## config.mk

```make
export PLATFORM = sky130hd
export DESIGN_NAME = ysyx_24110006_axi_arbiter
export DESIGN_NICKNAME = d
export VERILOG_FILES = /design/src/rtl/ysyx_24110006_axi_pkg.sv /design/src/rtl/ysyx_24110006_axi_arbiter.sv
export SDC_FILE = /design/constraint.sdc
export NUM_CORES = 1
export LEC_CHECK = 0
export ABC_AREA = 1
export ABC_CLOCK_PERIOD_IN_PS = 1420
export CAP_MARGIN = 30
export CELL_PAD_IN_SITES_DETAIL_PLACEMENT = 1
export CELL_PAD_IN_SITES_GLOBAL_PLACEMENT = 1
export CORE_AREA = 2 2 187 189
export CTS_BUF_LIST = sky130_fd_sc_hd__clkbuf_16
export CTS_CLUSTER_SIZE = 24
export DETAILED_ROUTE_END_ITERATION = 7
export DIE_AREA = 0 0 189 191
export GPL_TIMING_DRIVEN = 0
export PLACE_DENSITY = 0.62
export SLEW_MARGIN = 15
export SYNTH_ARGS = -nofsm -noshare
export SYNTH_HDL_FRONTEND = slang
export SYNTH_SLANG_ARGS = --single-unit
```

## constraint.sdc

```tcl
create_clock -name i_clock -period 1.42 [get_ports i_clock]
set_clock_uncertainty 0.15 [all_clocks]
set_input_delay 0.284 -clock i_clock [delete_from_list [all_inputs] [get_ports i_clock]]
set_output_delay 0.284 -clock i_clock [all_outputs]
set_load 0.005 [all_outputs]
```

## src/rtl/ysyx_24110006_axi_pkg.sv

```systemverilog
// Shared encodings for the IFU/LSU AXI arbiter: FSM states, grant codes and
// the AXI burst/size constants used by its masters.
package ysyx_24110006_axi_pkg;

    localparam logic [2:0] ST_IDLE   = 3'd0;
    localparam logic [2:0] ST_IFU_RD = 3'd1;
    localparam logic [2:0] ST_LSU_RD = 3'd2;
    localparam logic [2:0] ST_LSU_WR = 3'd3;
    localparam logic [2:0] ST_LSU_B  = 3'd4;

    localparam logic [1:0] GRANT_NONE = 2'b00;
    localparam logic [1:0] GRANT_IFU  = 2'b01;
    localparam logic [1:0] GRANT_LSU  = 2'b10;

    localparam logic [1:0] BURST_FIXED = 2'd0;
    localparam logic [1:0] BURST_INCR  = 2'd1;
    localparam logic [2:0] SIZE_4B     = 3'b010;

endpackage

```

## src/rtl/ysyx_24110006_axi_arbiter.sv

```systemverilog
// Two-master (IFU read-only, LSU read/write) to one-slave AXI arbiter.
// One transaction at a time; the grant is registered out of IDLE.
module ysyx_24110006_axi_arbiter
    import ysyx_24110006_axi_pkg::*;
#(
    parameter int RR_EN = 1
) (
    input  logic        i_clock,
    input  logic        i_reset,
    // IFU read channels
    input  logic [31:0] i_ifu_araddr,
    input  logic        i_ifu_arvalid,
    input  logic [3:0]  i_ifu_arid,
    input  logic [7:0]  i_ifu_arlen,
    input  logic [2:0]  i_ifu_arsize,
    input  logic [1:0]  i_ifu_arburst,
    output logic        o_ifu_arready,
    output logic [31:0] o_ifu_rdata,
    output logic [1:0]  o_ifu_rresp,
    output logic [3:0]  o_ifu_rid,
    output logic        o_ifu_rlast,
    output logic        o_ifu_rvalid,
    input  logic        i_ifu_rready,
    // LSU read channels
    input  logic [31:0] i_lsu_araddr,
    input  logic        i_lsu_arvalid,
    input  logic [3:0]  i_lsu_arid,
    input  logic [7:0]  i_lsu_arlen,
    input  logic [2:0]  i_lsu_arsize,
    input  logic [1:0]  i_lsu_arburst,
    output logic        o_lsu_arready,
    output logic [31:0] o_lsu_rdata,
    output logic [1:0]  o_lsu_rresp,
    output logic [3:0]  o_lsu_rid,
    output logic        o_lsu_rlast,
    output logic        o_lsu_rvalid,
    input  logic        i_lsu_rready,
    // LSU write channels
    input  logic [31:0] i_lsu_awaddr,
    input  logic        i_lsu_awvalid,
    input  logic [3:0]  i_lsu_awid,
    input  logic [7:0]  i_lsu_awlen,
    input  logic [2:0]  i_lsu_awsize,
    input  logic [1:0]  i_lsu_awburst,
    output logic        o_lsu_awready,
    input  logic [31:0] i_lsu_wdata,
    input  logic [3:0]  i_lsu_wstrb,
    input  logic        i_lsu_wlast,
    input  logic        i_lsu_wvalid,
    output logic        o_lsu_wready,
    output logic [1:0]  o_lsu_bresp,
    output logic [3:0]  o_lsu_bid,
    output logic        o_lsu_bvalid,
    input  logic        i_lsu_bready,
    // Slave-side channels toward memory
    output logic [31:0] o_axi_araddr,
    output logic        o_axi_arvalid,
    output logic [3:0]  o_axi_arid,
    output logic [7:0]  o_axi_arlen,
    output logic [2:0]  o_axi_arsize,
    output logic [1:0]  o_axi_arburst,
    input  logic        i_axi_arready,
    input  logic [31:0] i_axi_rdata,
    input  logic [1:0]  i_axi_rresp,
    input  logic [3:0]  i_axi_rid,
    input  logic        i_axi_rlast,
    input  logic        i_axi_rvalid,
    output logic        o_axi_rready,
    output logic [31:0] o_axi_awaddr,
    output logic        o_axi_awvalid,
    output logic [3:0]  o_axi_awid,
    output logic [7:0]  o_axi_awlen,
    output logic [2:0]  o_axi_awsize,
    output logic [1:0]  o_axi_awburst,
    input  logic        i_axi_awready,
    output logic [31:0] o_axi_wdata,
    output logic [3:0]  o_axi_wstrb,
    output logic        o_axi_wlast,
    output logic        o_axi_wvalid,
    input  logic        i_axi_wready,
    input  logic [1:0]  i_axi_bresp,
    input  logic [3:0]  i_axi_bid,
    input  logic        i_axi_bvalid,
    output logic        o_axi_bready,
    output logic [1:0]  o_grant
);

    logic [2:0] state_q, state_d;
    logic       last_lsu_q, last_lsu_d;   // 1: LSU held the most recent grant
    logic       aw_done_q, aw_done_d;
    logic       w_done_q, w_done_d;

    logic lsu_req, lsu_wins, aw_hs, w_hs, r_end, b_end;

    assign lsu_req  = i_lsu_awvalid | i_lsu_arvalid;
    assign lsu_wins = lsu_req & (~i_ifu_arvalid | (RR_EN == 0) | ~last_lsu_q);
    assign aw_hs    = o_axi_awvalid & i_axi_awready;
    assign w_hs     = o_axi_wvalid & i_axi_wready;
    assign r_end    = i_axi_rvalid & o_axi_rready & i_axi_rlast;
    assign b_end    = i_axi_bvalid & o_axi_bready;

    always_ff @(posedge i_clock) begin
        if (i_reset) begin
            state_q    <= ST_IDLE;
            last_lsu_q <= 1'b1;
            aw_done_q  <= 1'b0;
            w_done_q   <= 1'b0;
        end else begin
            state_q    <= state_d;
            last_lsu_q <= last_lsu_d;
            aw_done_q  <= aw_done_d;
            w_done_q   <= w_done_d;
        end
    end

    always_comb begin
        state_d    = state_q;
        last_lsu_d = last_lsu_q;
        aw_done_d  = 1'b0;
        w_done_d   = 1'b0;
        case (state_q)
            ST_IDLE: begin
                if (lsu_wins) begin
                    state_d    = i_lsu_awvalid ? ST_LSU_WR : ST_LSU_RD;
                    last_lsu_d = 1'b1;
                end else if (i_ifu_arvalid) begin
                    state_d    = ST_IFU_RD;
                    last_lsu_d = 1'b0;
                end
            end
            ST_IFU_RD, ST_LSU_RD: if (r_end) state_d = ST_IDLE;
            ST_LSU_WR: begin
                aw_done_d = aw_done_q | aw_hs;
                w_done_d  = w_done_q | w_hs;
                if (aw_done_d && w_done_d) begin
                    state_d   = ST_LSU_B;
                    aw_done_d = 1'b0;
                    w_done_d  = 1'b0;
                end
            end
            ST_LSU_B: if (b_end) state_d = ST_IDLE;
            default: state_d = ST_IDLE;
        endcase
    end

    // Payload fields are muxed freely; only valid/ready carry the grant.
    always_comb begin
        o_axi_araddr  = (state_q == ST_LSU_RD) ? i_lsu_araddr  : i_ifu_araddr;
        o_axi_arid    = (state_q == ST_LSU_RD) ? i_lsu_arid    : i_ifu_arid;
        o_axi_arlen   = (state_q == ST_LSU_RD) ? i_lsu_arlen   : i_ifu_arlen;
        o_axi_arsize  = (state_q == ST_LSU_RD) ? i_lsu_arsize  : i_ifu_arsize;
        o_axi_arburst = (state_q == ST_LSU_RD) ? i_lsu_arburst : i_ifu_arburst;
        o_axi_awaddr  = i_lsu_awaddr;
        o_axi_awid    = i_lsu_awid;
        o_axi_awlen   = i_lsu_awlen;
        o_axi_awsize  = i_lsu_awsize;
        o_axi_awburst = i_lsu_awburst;
        o_axi_wdata   = i_lsu_wdata;
        o_axi_wstrb   = i_lsu_wstrb;
        o_axi_wlast   = i_lsu_wlast;
        o_ifu_rdata   = i_axi_rdata;
        o_ifu_rresp   = i_axi_rresp;
        o_ifu_rid     = i_axi_rid;
        o_ifu_rlast   = i_axi_rlast;
        o_lsu_rdata   = i_axi_rdata;
        o_lsu_rresp   = i_axi_rresp;
        o_lsu_rid     = i_axi_rid;
        o_lsu_rlast   = i_axi_rlast;
        o_lsu_bresp   = i_axi_bresp;
        o_lsu_bid     = i_axi_bid;
        o_axi_arvalid = 1'b0;
        o_axi_rready  = 1'b0;
        o_axi_awvalid = 1'b0;
        o_axi_wvalid  = 1'b0;
        o_axi_bready  = 1'b0;
        o_ifu_arready = 1'b0;
        o_ifu_rvalid  = 1'b0;
        o_lsu_arready = 1'b0;
        o_lsu_rvalid  = 1'b0;
        o_lsu_awready = 1'b0;
        o_lsu_wready  = 1'b0;
        o_lsu_bvalid  = 1'b0;
        o_grant       = GRANT_NONE;
        case (state_q)
            ST_IFU_RD: begin
                o_grant       = GRANT_IFU;
                o_axi_arvalid = i_ifu_arvalid;
                o_axi_rready  = i_ifu_rready;
                o_ifu_arready = i_axi_arready;
                o_ifu_rvalid  = i_axi_rvalid;
            end
            ST_LSU_RD: begin
                o_grant       = GRANT_LSU;
                o_axi_arvalid = i_lsu_arvalid;
                o_axi_rready  = i_lsu_rready;
                o_lsu_arready = i_axi_arready;
                o_lsu_rvalid  = i_axi_rvalid;
            end
            ST_LSU_WR: begin
                o_grant       = GRANT_LSU;
                o_axi_awvalid = i_lsu_awvalid & ~aw_done_q;
                o_lsu_awready = i_axi_awready & ~aw_done_q;
                o_axi_wvalid  = i_lsu_wvalid & ~w_done_q;
                o_lsu_wready  = i_axi_wready & ~w_done_q;
            end
            ST_LSU_B: begin
                o_grant       = GRANT_LSU;
                o_axi_bready  = i_lsu_bready;
                o_lsu_bvalid  = i_axi_bvalid;
            end
            default: ;
        endcase
    end

endmodule

```

==> reports/metrics.csv <==
metric,value,unit
first-pass GRT wire length,20.96,mm
RSZ-0062 raised after global routing,true,
"Seq/Total Area, Yosys",5.082,%
Max Freq,494.7,MHz
Post-synth EDFFs,0,
total gr overflow,0,
initial antenna violation count,2,
share of cells above drive strength 1,52.97,%
Worst EP required,0.99,ns
VDD IR max,315.2,µV
Worst-Margin Slew,0.2321,ns
drt pass-1 iters,2,
WS Path Type,reg2out,
Syn Inst Count,314,
Die X,189,µm
Mapped Area,2364,µm²
CTS tree,yes,
Die Y,191,µm
drt drc,0,
Inserted Clock Buffers,3,
Post-Layout Cell Count,1164,
final setup vio count,68,
clk_lat worst skew,0.23,ns
Critical path origin,state_q[0],
H-tree depth,1,
Synth Net Count,557,
Yosys warnings,0,
Clock Tree Root,clkbuf_16,
Leak,3.346,nW
reg2reg setup slack,-0.20,ns
Initial DRC Count,50,
worst min-delay path class,reg2reg,
Crit Reg-Reg Startpoint,state_q[1],
# Max-Cap Violations,0,
Max Slew Vio Count,0,
vias in the first global route,3435,
final hold violations,0,
Rel. slew slack,84.51,%
Placed Area,6417,µm²
Buffers on Ports,345,
RD Place Congestion,0.7032,
FP Rows,68,
Final min period,2.021,ns
Worst Setup Start Kind,flip-flop,
final critical-path share of the clock period,142.4,%
nets,952,
Synth area leaders,"buf_4 56%, mux2_2 22%, dfxtp_1 5.1%",
DP Wirelength,13.73,mm
crit path DAT,1.59,ns
Top Ports,476,
"Top FF cell, synth",dfxtp_1,
Max clock buf depth,2,
die area,36100,µm²
drt wl/cell,13.58,µm
Vias,3374,
PwrDens,731.3,nW/µm²
post-placement cell count,1114,
largest net degree at the start of global routing,9,
post-synthesis cell type count,19,
cell depth of the worst flop-to-flop path,11,
CTS sink cnt,6,
"Design Area, Final",7197,µm²
FF-to-FF End,state_q[0],
clock-pin slew on the worst setup and hold paths,0.04,ns
Post-synth ARST share,0,%
post-synth top area share,55.58,%
failing checks,negative setup slack,
Hold Slack,0.3210,ns
setup_tns,-30.64,ns
core footprint,34120,µm²
final worst setup slack,-0.6014,ns
status,"complete, but fails checks",
largest area contributor in the netlist,buf_4,
All-Layer GR Usage,7.619,%
syn_area_per_cell,7.527,µm²
ANT nets after route,0,
hold depth,2,
post-synthesis register bit count,6,
Initial Utilization,6.928,%
crit end category,output pin,
Worst Setup EP,o_axi_araddr[20],
CP Max Fanout,6,
Routed WL,15.81,mm
Layout area overhead,204.5,%
via/cell ratio,2.899,
-- critical path, stage by stage, from the launching register on --
cell and delay (ns):
dfxtp_4 0.36, inv_4 0.06, nand3_4 0.08, buf_12 0.16
buf_12 0.13, buf_12 0.13, mux2_4 0.31, buf_6 0.12
-- metrics by stage --
step	setup slack [ns]	util, %	power (mW)
after floorplan	-0.04052	-	1.715
after global placement	-0.7519	18.81	3.591
after detailed placement	-0.7719	18.81	3.615
after CTS	-0.6307	20.47	5.026
after global routing	-0.6570	21.09	5.621
final	-0.6014	21.09	5.263
-- worst min path at each step --
stage	slack [ns]	end	start
floorplan	0.26	last_lsu_q	i_reset
global placement	0.30	last_lsu_q	last_lsu_q
detailed placement	0.31	last_lsu_q	last_lsu_q
CTS	0.32	last_lsu_q	last_lsu_q
global route	0.35	last_lsu_q	last_lsu_q
finish	0.32	last_lsu_q	last_lsu_q
-- synth_stat cells, types with 2 or more instances --
cell type  count
buf_4        175
mux2_1         3
mux2_2        46
nand2_1       22
o21ai_0        3
nor2_1        18
dfxtp_1        6
nor3_1         2
nand2_2        4
nand3_1        4
a21oi_1        3
nand4_1        2
inv_1         20
-- repair_timing --
action	in CTS	in global routing
hold buffers	0	0
pin swaps	4	5
setup endpoints to repair	69	69
setup buffers	28	19
cloned	3	0
resized for setup	329	75
-- state kept, by name, indices dropped and copies added (netlist names) --
register	cells
last_lsu_q	1
w_done_q	1
aw_done_q	1
state_q	3
-- power breakdown --
part	leakage, nW	total (mW)	internal (mW)	switching (mW)
sequential	0.0512	0.285	0.228	0.0567
combinational	3.25	4.51	2.94	1.56
clock	0.0423	0.472	0.366	0.106
-- layer usage --
| layer | global-route usage, % | vias to the layer above | part of all wire (%) |
|---|---|---|---|
| met3 | 2.405 | 5 | 9.2 |
| met1 | 8.355 | 1552 | 36 |
| met2 | 14.62 | 210 | 55 |
| li1 | - | 1607 | - |
| met4 | 0.8714 | 0 | 0.44 |
| met5 | 0 | - | 0 |
-- cell type report --
| cell class | instances | area (µm²) |
|---|---|---|
| inverters | 21 | 88.84 |
| well taps | 455 | 569.3 |
| repair buffers | 390 | 3846 |
| clock buffers | 3 | 75.07 |
| fillers | 4016 | 26920 |
| diodes | 1 | 2.502 |
| multi-input cells | 112 | 1114 |
| plain buffers | 175 | 1366 |
| clock inverters | 1 | 3.754 |
| flip-flops and latches | 6 | 131.4 |
-- cell usage in the layout (no fill, tap or decap), drive strengths merged --
| cell type | Yosys | routed |
|---|---|---|
| dlymetal6s2s | 0 | 1 |
| clkdlybuf4s50 | 0 | 277 |
| nand4 | 2 | 2 |
| nor3 | 2 | 2 |
| buf | 175 | 282 |
| diode | 0 | 1 |
| o21ai | 3 | 3 |
| dlygate4sd2 | 0 | 3 |
| nor2 | 20 | 20 |
| o22ai | 1 | 1 |
| clkinv | 0 | 1 |
| a21oi | 3 | 3 |
| inv | 21 | 21 |
| clkbuf | 0 | 5 |
| mux2 | 49 | 49 |
| nand3 | 6 | 6 |
| nand2 | 26 | 26 |
| dfxtp | 6 | 6 |
-- kinds of logic (layout without fill, tap and decap cells) --
logic type / after synthesis / in the layout / synth area share (%)
other: 0 / 1 / 0
buffers and inverters: 196 / 590 / 58.92
muxes: 49 / 49 / 23.35
and+or+nand+nor: 56 / 56 / 11.12
AOI/OAI and AO/OA: 7 / 7 / 1.535
DFF: 6 / 6 / 5.082
Note: power is estimated with default switching activity, not from simulation.
